$ cat src/rtl/switch_debouncer.sv
// Debounces one raw switch/button input: two-flop synchronizer, stability counter
// and a four-state FSM producing a clean level plus one-cycle rise/fall strobes.
module switch_debouncer #(
  parameter int STABLE_CYCLES = 500000,
  parameter int CNT_W         = 19
) (
  input  logic clock,
  input  logic reset,
  input  logic noisy_in,
  output logic clean_out,
  output logic rise_pulse,
  output logic fall_pulse
);

  typedef enum logic [1:0] {
    S_LOW       = 2'd0,
    S_WAIT_HIGH = 2'd1,
    S_HIGH      = 2'd2,
    S_WAIT_LOW  = 2'd3
  } state_t;

  localparam logic [CNT_W-1:0] CNT_LAST = CNT_W'(STABLE_CYCLES - 1);
  localparam logic [CNT_W-1:0] CNT_ONE  = CNT_W'(1);
  localparam logic [CNT_W-1:0] CNT_ZERO = '0;

  logic             sync0;
  logic             sync1;
  state_t           state;
  state_t           stateNext;
  logic [CNT_W-1:0] cnt;
  logic [CNT_W-1:0] cntNext;

  // Synchronizer, FSM state/counter, and outputs registered from the next state
  always_ff @(posedge clock) begin
    if (reset) begin
      sync0      <= 1'b0;
      sync1      <= 1'b0;
      state      <= S_LOW;
      cnt        <= CNT_ZERO;
      clean_out  <= 1'b0;
      rise_pulse <= 1'b0;
      fall_pulse <= 1'b0;
    end else begin
      sync0      <= noisy_in;
      sync1      <= sync0;
      state      <= stateNext;
      cnt        <= cntNext;
      clean_out  <= (stateNext == S_HIGH) || (stateNext == S_WAIT_LOW);
      rise_pulse <= (state == S_WAIT_HIGH) && (stateNext == S_HIGH);
      fall_pulse <= (state == S_WAIT_LOW) && (stateNext == S_LOW);
    end
  end

  always_comb begin
    stateNext = state;
    cntNext   = CNT_ZERO;
    case (state)
      S_LOW: begin
        if (sync1) begin
          stateNext = S_WAIT_HIGH;
          cntNext   = CNT_ONE;
        end
      end
      S_WAIT_HIGH: begin
        if (!sync1) begin
          stateNext = S_LOW;
        end else if (cnt == CNT_LAST) begin
          stateNext = S_HIGH;
        end else begin
          cntNext = cnt + CNT_ONE;
        end
      end
      S_HIGH: begin
        if (!sync1) begin
          stateNext = S_WAIT_LOW;
          cntNext   = CNT_ONE;
        end
      end
      S_WAIT_LOW: begin
        if (sync1) begin
          stateNext = S_HIGH;
        end else if (cnt == CNT_LAST) begin
          stateNext = S_LOW;
        end else begin
          cntNext = cnt + CNT_ONE;
        end
      end
      default: begin
        stateNext = S_LOW;
      end
    endcase
  end

endmodule
$ cat config.mk
export PLATFORM = sky130hd
export DESIGN_NAME = switch_debouncer
export DESIGN_NICKNAME = d
export VERILOG_FILES = /design/src/rtl/switch_debouncer.sv
export SDC_FILE = /design/constraint.sdc
export NUM_CORES = 1
export LEC_CHECK = 0
export BUFFER_PORTS_ARGS = -buffer_cell sky130_fd_sc_hd__buf_2
export CORE_UTILIZATION = 61
export CTS_BUF_LIST = sky130_fd_sc_hd__clkbuf_8
export DETAILED_ROUTE_END_ITERATION = 10
export PLACE_DENSITY = 0.8
export SLEW_MARGIN = 20
export SYNTH_ARGS = -nofsm -noshare
export SYNTH_HDL_FRONTEND = slang
export SYNTH_SLANG_ARGS = --single-unit
$ cat constraint.sdc
create_clock -name clock -period 2.5 [get_ports clock]
set_input_delay 0.5 -clock clock [delete_from_list [all_inputs] [get_ports clock]]
set_output_delay 0.5 -clock clock [all_outputs]
set_load 0.03 [all_outputs]
# Word level (Yosys, flattened, before mapping)
# Cells that the tools add are included.
[totals] regBits=26 latchBits=0 ramBits=0 romBits=0 inputBits=3 output_inout_bits=3 word_cells=32 memories=0
[op_classes] add_sub_neg=1 multipliers=0 div=0 magnitude_cmp=0 n_eq_ne=6 n_shift=0 mux=13 bitwise_logic=0 n_reduce_logical=5
[ops] cell="$pmux 19 s4" n=1
[ops] cell="$mux 19" n=3
[ops] cell="$add 19x1->19 const B" n=1
[ops] cell="$eq 19x19->1 const B" n=1
[ops] cell="$mux 2" n=6
[ops] cell="$eq 2x2->1 const B" n=4
[ops] cell="$pmux 2 s4" n=1
[ops] cell="$logic_not 2->1" n=2
[ops] cell="$eq 2x1->1 const B" n=1
[ops] cell="$logic_and 1x1->1" n=2
[ops] cell="$mux 1" n=2
[ops] cell="$logic_or 1x1->1" n=1

# Longest topological paths before layout
# Gate-level depths: netlist (run 1).
[logic_depth] word_depth=6 ltp_mapped=7 ltp_nobuf=5

# Worst setup path after synthesis (run 1)
# Ideal clock, no wire load.
[synth_timing] path_kind="reg-to-reg" startpoint="register cnt[0]" endpoint="register cnt[12]" setup_ps=115 arrival_ps=1600 required_time_ps=2385 setup_slack_ps=785 path_stages_with_launch=8 synth_period_minus_slack_ps=1715 cell_sequence="dfxtp_1 > ha_1 > and3_1 > clkbuf_2 > nand3_2 > o311ai_4 > buf_6 > nor2_1"
[synth_via] elab_chain_len=4
[synth_lines] item="from (decl)" line="30" text="logic [CNT_W-1:0] cnt;"
[synth_lines] item="from (signal assigned)" line="47" text="cnt <= cntNext;"
[synth_lines] item="$add 19x1->19 / $eq 19x19->1 (equally long branches)"
[synth_lines] item="$mux 19 (*)" line="67, 82"
[synth_lines] item="$mux 19 (on tied branches)" line="80, 65"
[synth_lines] item="$pmux 19 s4 (*)" line="57" text="case (state)"
# Every way passes the cells marked *; elsewhere a longest branch is shown, timed or not.
# A chain may end at the register's enable or synchronous reset.

# Worst setup path after layout (run 1)
[layout_timing] startpoint="register cnt[0]" endpoint="register cnt[5]"
# Same word-level chain as after synthesis.

==> impl_metrics.env, run 1 <==
export IMPL_cts_tree="done"
export IMPL_grt_ovfl_total=0
export IMPL_ys_async_sr_fraction=0
export IMPL_antenna_found_initial=0
export IMPL_dr_pass1_iters=4
export IMPL_syn_inst=118
export IMPL_routed_wl_um=1800
export IMPL_finalSetupTns_ps=0
export IMPL_grt_usage=0.207
export IMPL_die_area_um2=2020
export IMPL_tightest_slew_ps=703
export IMPL_fp_dieW_um=44.9
export IMPL_cts_clk_slew_worst_paths_ps=80
export IMPL_port_buffer_count=5
export IMPL_synthFlopType="dfxtp_1"
export IMPL_place_ws_ps=497
export IMPL_synthToLayoutAreaGrowth_pct=8.01
export IMPL_hpwl_um=1320
export IMPL_worstHoldPathCells=1
export IMPL_finClkSkew_ps=1.36
export IMPL_detail_route_antenna_nets=0
export IMPL_crit_arrival_ps=2130
export IMPL_p_total_mw=0.684
export IMPL_num_io_pins=6
export IMPL_initial_utilization=0.651
export IMPL_dieHeight_um=44.9
export IMPL_reg2reg_from="cnt[0]"
export IMPL_fin_area_um2=1210
export IMPL_cts_setup_buffers=0
export IMPL_relSlewSlack=0.530
export IMPL_cts_resized=0
export IMPL_holdCritStartpoint="sync0"
export IMPL_std_cell_rows=15
export IMPL_ctsLongestPathBuffers=2
export IMPL_wl_per_cell_um=12.1
export IMPL_fin_crit_sh=0.800
export IMPL_antenna_cells=0
export IMPL_synth_nets=122
export IMPL_gp_congestion=0.802
export IMPL_clkSinkCount=26
export IMPL_register_area_um2=520
export IMPL_vias_per_cell=5.64
export IMPL_cp_start_kind="flop"
export IMPL_rr_endpoint="cnt[5]"
export IMPL_layout_min_cycle_time_ps=2000
export IMPL_drive_gt1_frac=0.137
export IMPL_status="complete, no violations"
export IMPL_setup_violations=0
export IMPL_maxSlewViolCount=0
export IMPL_cts_root_buffer="clkbuf_8"
export IMPL_vias=841
export IMPL_dp_cells=145
export IMPL_dpl_cell_area_um2=1160
export IMPL_grt_max_degree=19
export IMPL_grt_setup_unrepaired="false"
export IMPL_max_freq_mhz=500
export IMPL_yosys_register_bits=26
export IMPL_synth_distinct_cells=33
export IMPL_cp_end_kind="flop"
export IMPL_numCtsBuffers=3
export IMPL_layout_setup_ws_ps=499
export IMPL_hold_violations=0
export IMPL_power_leakage_nw=0.390
export IMPL_postSynthAreaPerCell_um2=9.53
export IMPL_syn_cell_area_um2=1120
export IMPL_grt_pass1_wl_um=3020
export IMPL_cts_hold_buf=0
export IMPL_cp_required_ps=2630
export IMPL_crit_fanout=18
export IMPL_drv_cap=0
export IMPL_synth_enable_flop_cells=0
export IMPL_drc=0
export IMPL_regToRegSetupSlack_ps=500
export IMPL_fill_cells=133
export IMPL_core_area_um2=1730
export IMPL_ir_drop_mv=0.438
export IMPL_nNetsFinal=129
export IMPL_min_path_type="flop to flop"
export IMPL_power_density_nw_per_um2=563
export IMPL_ctsHtreeMaxLevel=1
export IMPL_yosysSeqAreaShare=0.463
export IMPL_first_global_vias=707
export IMPL_ys_warn_count=0
export IMPL_stdcell_count=149
export IMPL_drt_iter0_markers=6
export IMPL_worstSkewPairLatency_ps=260
export IMPL_rr_worst_depth=5
export IMPL_critical_path_class="flop to flop"
export IMPL_multiInputGateArea_um2=568
export IMPL_hold_end="sync1"
[state kept, by name, summed over array words and instances, names as in the netlist]
register    count
sync0           1
fall_pulse      1
sync1           1
rise_pulse      1
cnt            19
state           2
clean_out       1
[kinds of logic after synthesis]
family / Yosys count / share of synthesized area
buffers and inverters: 7 / 0.0323
adders and majority gates: 1 / 0.0111
xor gates and xnor gates: 11 / 0.0856
AOI/OAI and AO/OA: 19 / 0.112
DFF: 26 / 0.463
and+or+nand+nor: 54 / 0.296
[critical path, stage by stage (launching register included)]
cell and delay (ps):
dfxtp_1 380, ha_1 190, and3_1 310, nand3_2 170
o311ai_4 690, nor2_1 120
[where the power goes]
part	switching (mW)	total [mW]	internal (mW)
registers	0.00153	0.418	0.416
logic	0.00396	0.00725	0.00328
clock network	0.119	0.259	0.140
total	0.124	0.684	0.560
[final cells by class]
| class | count | share of cell area |
|---|---|---|
| Sequential cell | 26 | 0.428 |
| Timing Repair Buffer | 5 | 0.0206 |
| Multi-Input combinational cell | 85 | 0.468 |
| Clock buffer | 4 | 0.0453 |
| Tap cell | 25 | 0.0257 |
| Inverter | 4 | 0.0124 |
[synth_stat cells, types with 2 or more instances]
| cell type | number | area (um^2) |
|---|---|---|
| a21oi_1 | 9 | 45.0 |
| and3_1 | 4 | 25.0 |
| and4_1 | 2 | 17.5 |
| and4bb_2 | 2 | 25.0 |
| clkbuf_2 | 2 | 10.0 |
| dfxtp_1 | 26 | 521 |
| inv_1 | 4 | 15.0 |
| nand2_1 | 3 | 11.3 |
| nand2b_1 | 2 | 12.5 |
| nand3_1 | 5 | 25.0 |
| nand4_1 | 3 | 18.8 |
| nor2_1 | 13 | 48.8 |
| nor2b_1 | 2 | 12.5 |
| nor3_1 | 3 | 15.0 |
| o21ai_0 | 5 | 25.0 |
| o31ai_1 | 2 | 15.0 |
| or3_1 | 6 | 37.5 |
| xnor2_1 | 5 | 43.8 |
| xor2_1 | 6 | 52.6 |
[how the worst max path moves through the flow]
stage                     startpoint       to  slack [ps]  cells past startpoint
final                         cnt[0]   cnt[5]         500                      5
after global routing          cnt[0]   cnt[5]         310                      5
after CTS                     cnt[0]   cnt[5]         460                      5
after floorplan               cnt[0]  cnt[12]         790                      7
after detailed placement      cnt[0]  cnt[16]         500                      5
after global placement        cnt[0]   cnt[2]         550                      5
[metrics by stage]
step	util	hold slack (ps)
2_1_floorplan	-	414
4_1_cts	0.704	444
3_5_place_dp	0.672	424
6_report	0.704	444
3_3_place_gp	0.672	423
5_1_grt	0.704	470
[cells in the final DEF (no fill, tap or decap), types with 5 or more instances in the layout]
cell type and instances:
xnor2_1 5, a21oi_1 9, o21ai_0 5, or3_1 6
dfxtp_1 26, xor2_1 6, buf_2 5, nand3_1 5
nor2_1 13
[metal layers]
| metal | vias up | track usage | wire length, um |
|---|---|---|---|
| met3 | 4 | 0.0360 | 49 |
| met5 | - | 0 | 0 |
| met1 | 390 | 0.279 | 881 |
| li1 | 433 | - | - |
| met4 | 0 | 0.0970 | 22 |
| met2 | 14 | 0.322 | 848 |
No activity file was read; power rests on OpenSTA's default activity.
==> inputs of run 2 (changes only) <==
==> constraint.sdc (replaced) <==
create_clock -name clock -period 2 [get_ports clock]
set_input_delay 0.4 -clock clock [delete_from_list [all_inputs] [get_ports clock]]
set_output_delay 0.4 -clock clock [all_outputs]
set_load 0.03 [all_outputs]
==> impl_metrics.env, run 2 (same netlist as run 1, synthesis figures left out) <==
export IMPL_status="complete, no violations"
export IMPL_fin_crit_sh=0.901
export IMPL_num_io_pins=6
export IMPL_final_common_cell="dfxtp_1"
export IMPL_routed_wl_um=1860
export IMPL_grt_setup_unrepaired="false"
export IMPL_drc=0
export IMPL_cts_tree="done"
export IMPL_antenna_cells=0
export IMPL_cp_required_ps=2190
export IMPL_max_freq_mhz=555
export IMPL_dr_pass1_iters=5
export IMPL_hold_violations=0
export IMPL_gp_congestion=0.808
export IMPL_finClkSkew_ps=7.25
export IMPL_crit_path_top_delay_cell="or4_1"
export IMPL_detail_route_antenna_nets=0
export IMPL_relSlewSlack=0.815
export IMPL_critical_path_class="flop to flop"
export IMPL_power_leakage_nw=0.393
export IMPL_largest_reg_flops=19
export IMPL_crit_fanout=7
export IMPL_numCtsBuffers=3
export IMPL_cts_root_buffer="clkbuf_8"
export IMPL_nNetsFinal=130
export IMPL_holdWs_ps=370
export IMPL_setup_violations=0
export IMPL_cts_hold_buf=0
export IMPL_first_global_vias=789
export IMPL_fp_dieW_um=44.9
export IMPL_vias_per_cell=5.53
export IMPL_port_buffer_count=5
export IMPL_fill_cells=142
export IMPL_worstSkewPairLatency_ps=260
export IMPL_clkSinkCount=26
export IMPL_initial_utilization=0.651
export IMPL_vias=830
export IMPL_cp_start_kind="flop"
export IMPL_grt_ovfl_total=0
export IMPL_ctsHtreeMaxLevel=1
export IMPL_ctsLongestPathBuffers=2
export IMPL_cts_setup_buffers=0
export IMPL_drt_iter0_markers=27
export IMPL_drv_cap=0
export IMPL_grt_max_degree=19
export IMPL_crit_arrival_ps=1990
export IMPL_synthToLayoutAreaGrowth_pct=8.79
export IMPL_finalSetupTns_ps=0
export IMPL_ir_drop_mv=0.649
export IMPL_layout_min_cycle_time_ps=1800
export IMPL_path_cells="ha_1, and3_2, nand4_2, or4_1, a21oi_1"
export IMPL_cp_end_kind="flop"
export IMPL_p_total_mw=0.859
export IMPL_min_path_type="input pin to flop"
export IMPL_largest_register="cnt"
export IMPL_register_area_um2=520
export IMPL_wl_per_cell_um=12.4
export IMPL_multiInputGateArea_um2=569
export IMPL_antenna_found_initial=0
export IMPL_path_buf_inv=0
export IMPL_max_stage_delay_ps=520
export IMPL_core_area_um2=1730
export IMPL_layout_common_cells="dfxtp_1, nor2_1, a21oi_1, xor2_1, or3_1"
export IMPL_power_density_nw_per_um2=702
export IMPL_maxSlewViolCount=0
export IMPL_drive_gt1_frac=0.152
export IMPL_dieHeight_um=44.9
export IMPL_top_regs="cnt: 19 flops, state: 2 flops"
export IMPL_grt_pass1_wl_um=3180
export IMPL_tightest_slew_ps=275
export IMPL_die_area_um2=2020
export IMPL_hpwl_um=1340
export IMPL_cp_top_family="simple AND/OR/NAND/NOR gates"
export IMPL_std_cell_rows=15
export IMPL_cts_clk_slew_worst_paths_ps=90
export IMPL_grt_usage=0.217
[run 2: changes by cell type in the layout (fill, tap and decap cells not counted), sizes merged]
cell,delta
buf,+1
[run 2: final cells by class]
| cell class | count | area share |
|---|---|---|
| tap | 25 | 0.0256 |
| timing repair buffer | 6 | 0.0266 |
| inverter | 4 | 0.0123 |
| sequential | 26 | 0.425 |
| clock buffer | 4 | 0.0450 |
| multi-input combinational | 85 | 0.465 |
[run 2: what timing repair did]
action / 4_1_cts / 5_1_grt
resized for setup: 0 / 1
setup endpoints to repair: 0 / 2
endpoints found under the hold margin: 0 / 0
[run 2: worst paths after layout]
check	startpoint	end	slack, ps	depth (start not counted)
max reg2reg	cnt[0]	cnt[18]	200	5
min reg2reg	sync0	sync1	460	1
max	cnt[0]	cnt[18]	200	5
min	noisy_in	sync0	370	2
[run 2: where the power goes]
group          leakage (nW)  switching, mW  total [mW]  internal, mW
Sequential            0.210        0.00198       0.522         0.520
Clock                0.0288          0.152       0.328         0.175
Combinational         0.155        0.00495     0.00910       0.00415
Total                 0.393          0.159       0.859         0.700
[run 2: routing by layer]
metal / track usage / up-vias / wire length (um)
li1: - / 435 / -
met1: 0.264 / 378 / 890
met2: 0.386 / 15 / 893
met3: 0.0360 / 2 / 55
met4: 0.0727 / 0 / 21
met5: 0 / - / 0
[run 2: through the flow]
step	cell area, um^2	instances	setup WS (ps)	util
final	1220	150	199	0.709
after global routing	1220	150	79.4	0.709
after CTS	1220	150	116	0.708
after detailed placement	1170	146	133	0.676
after global placement	1170	146	257	0.676
after floorplan	1120	118	285	-
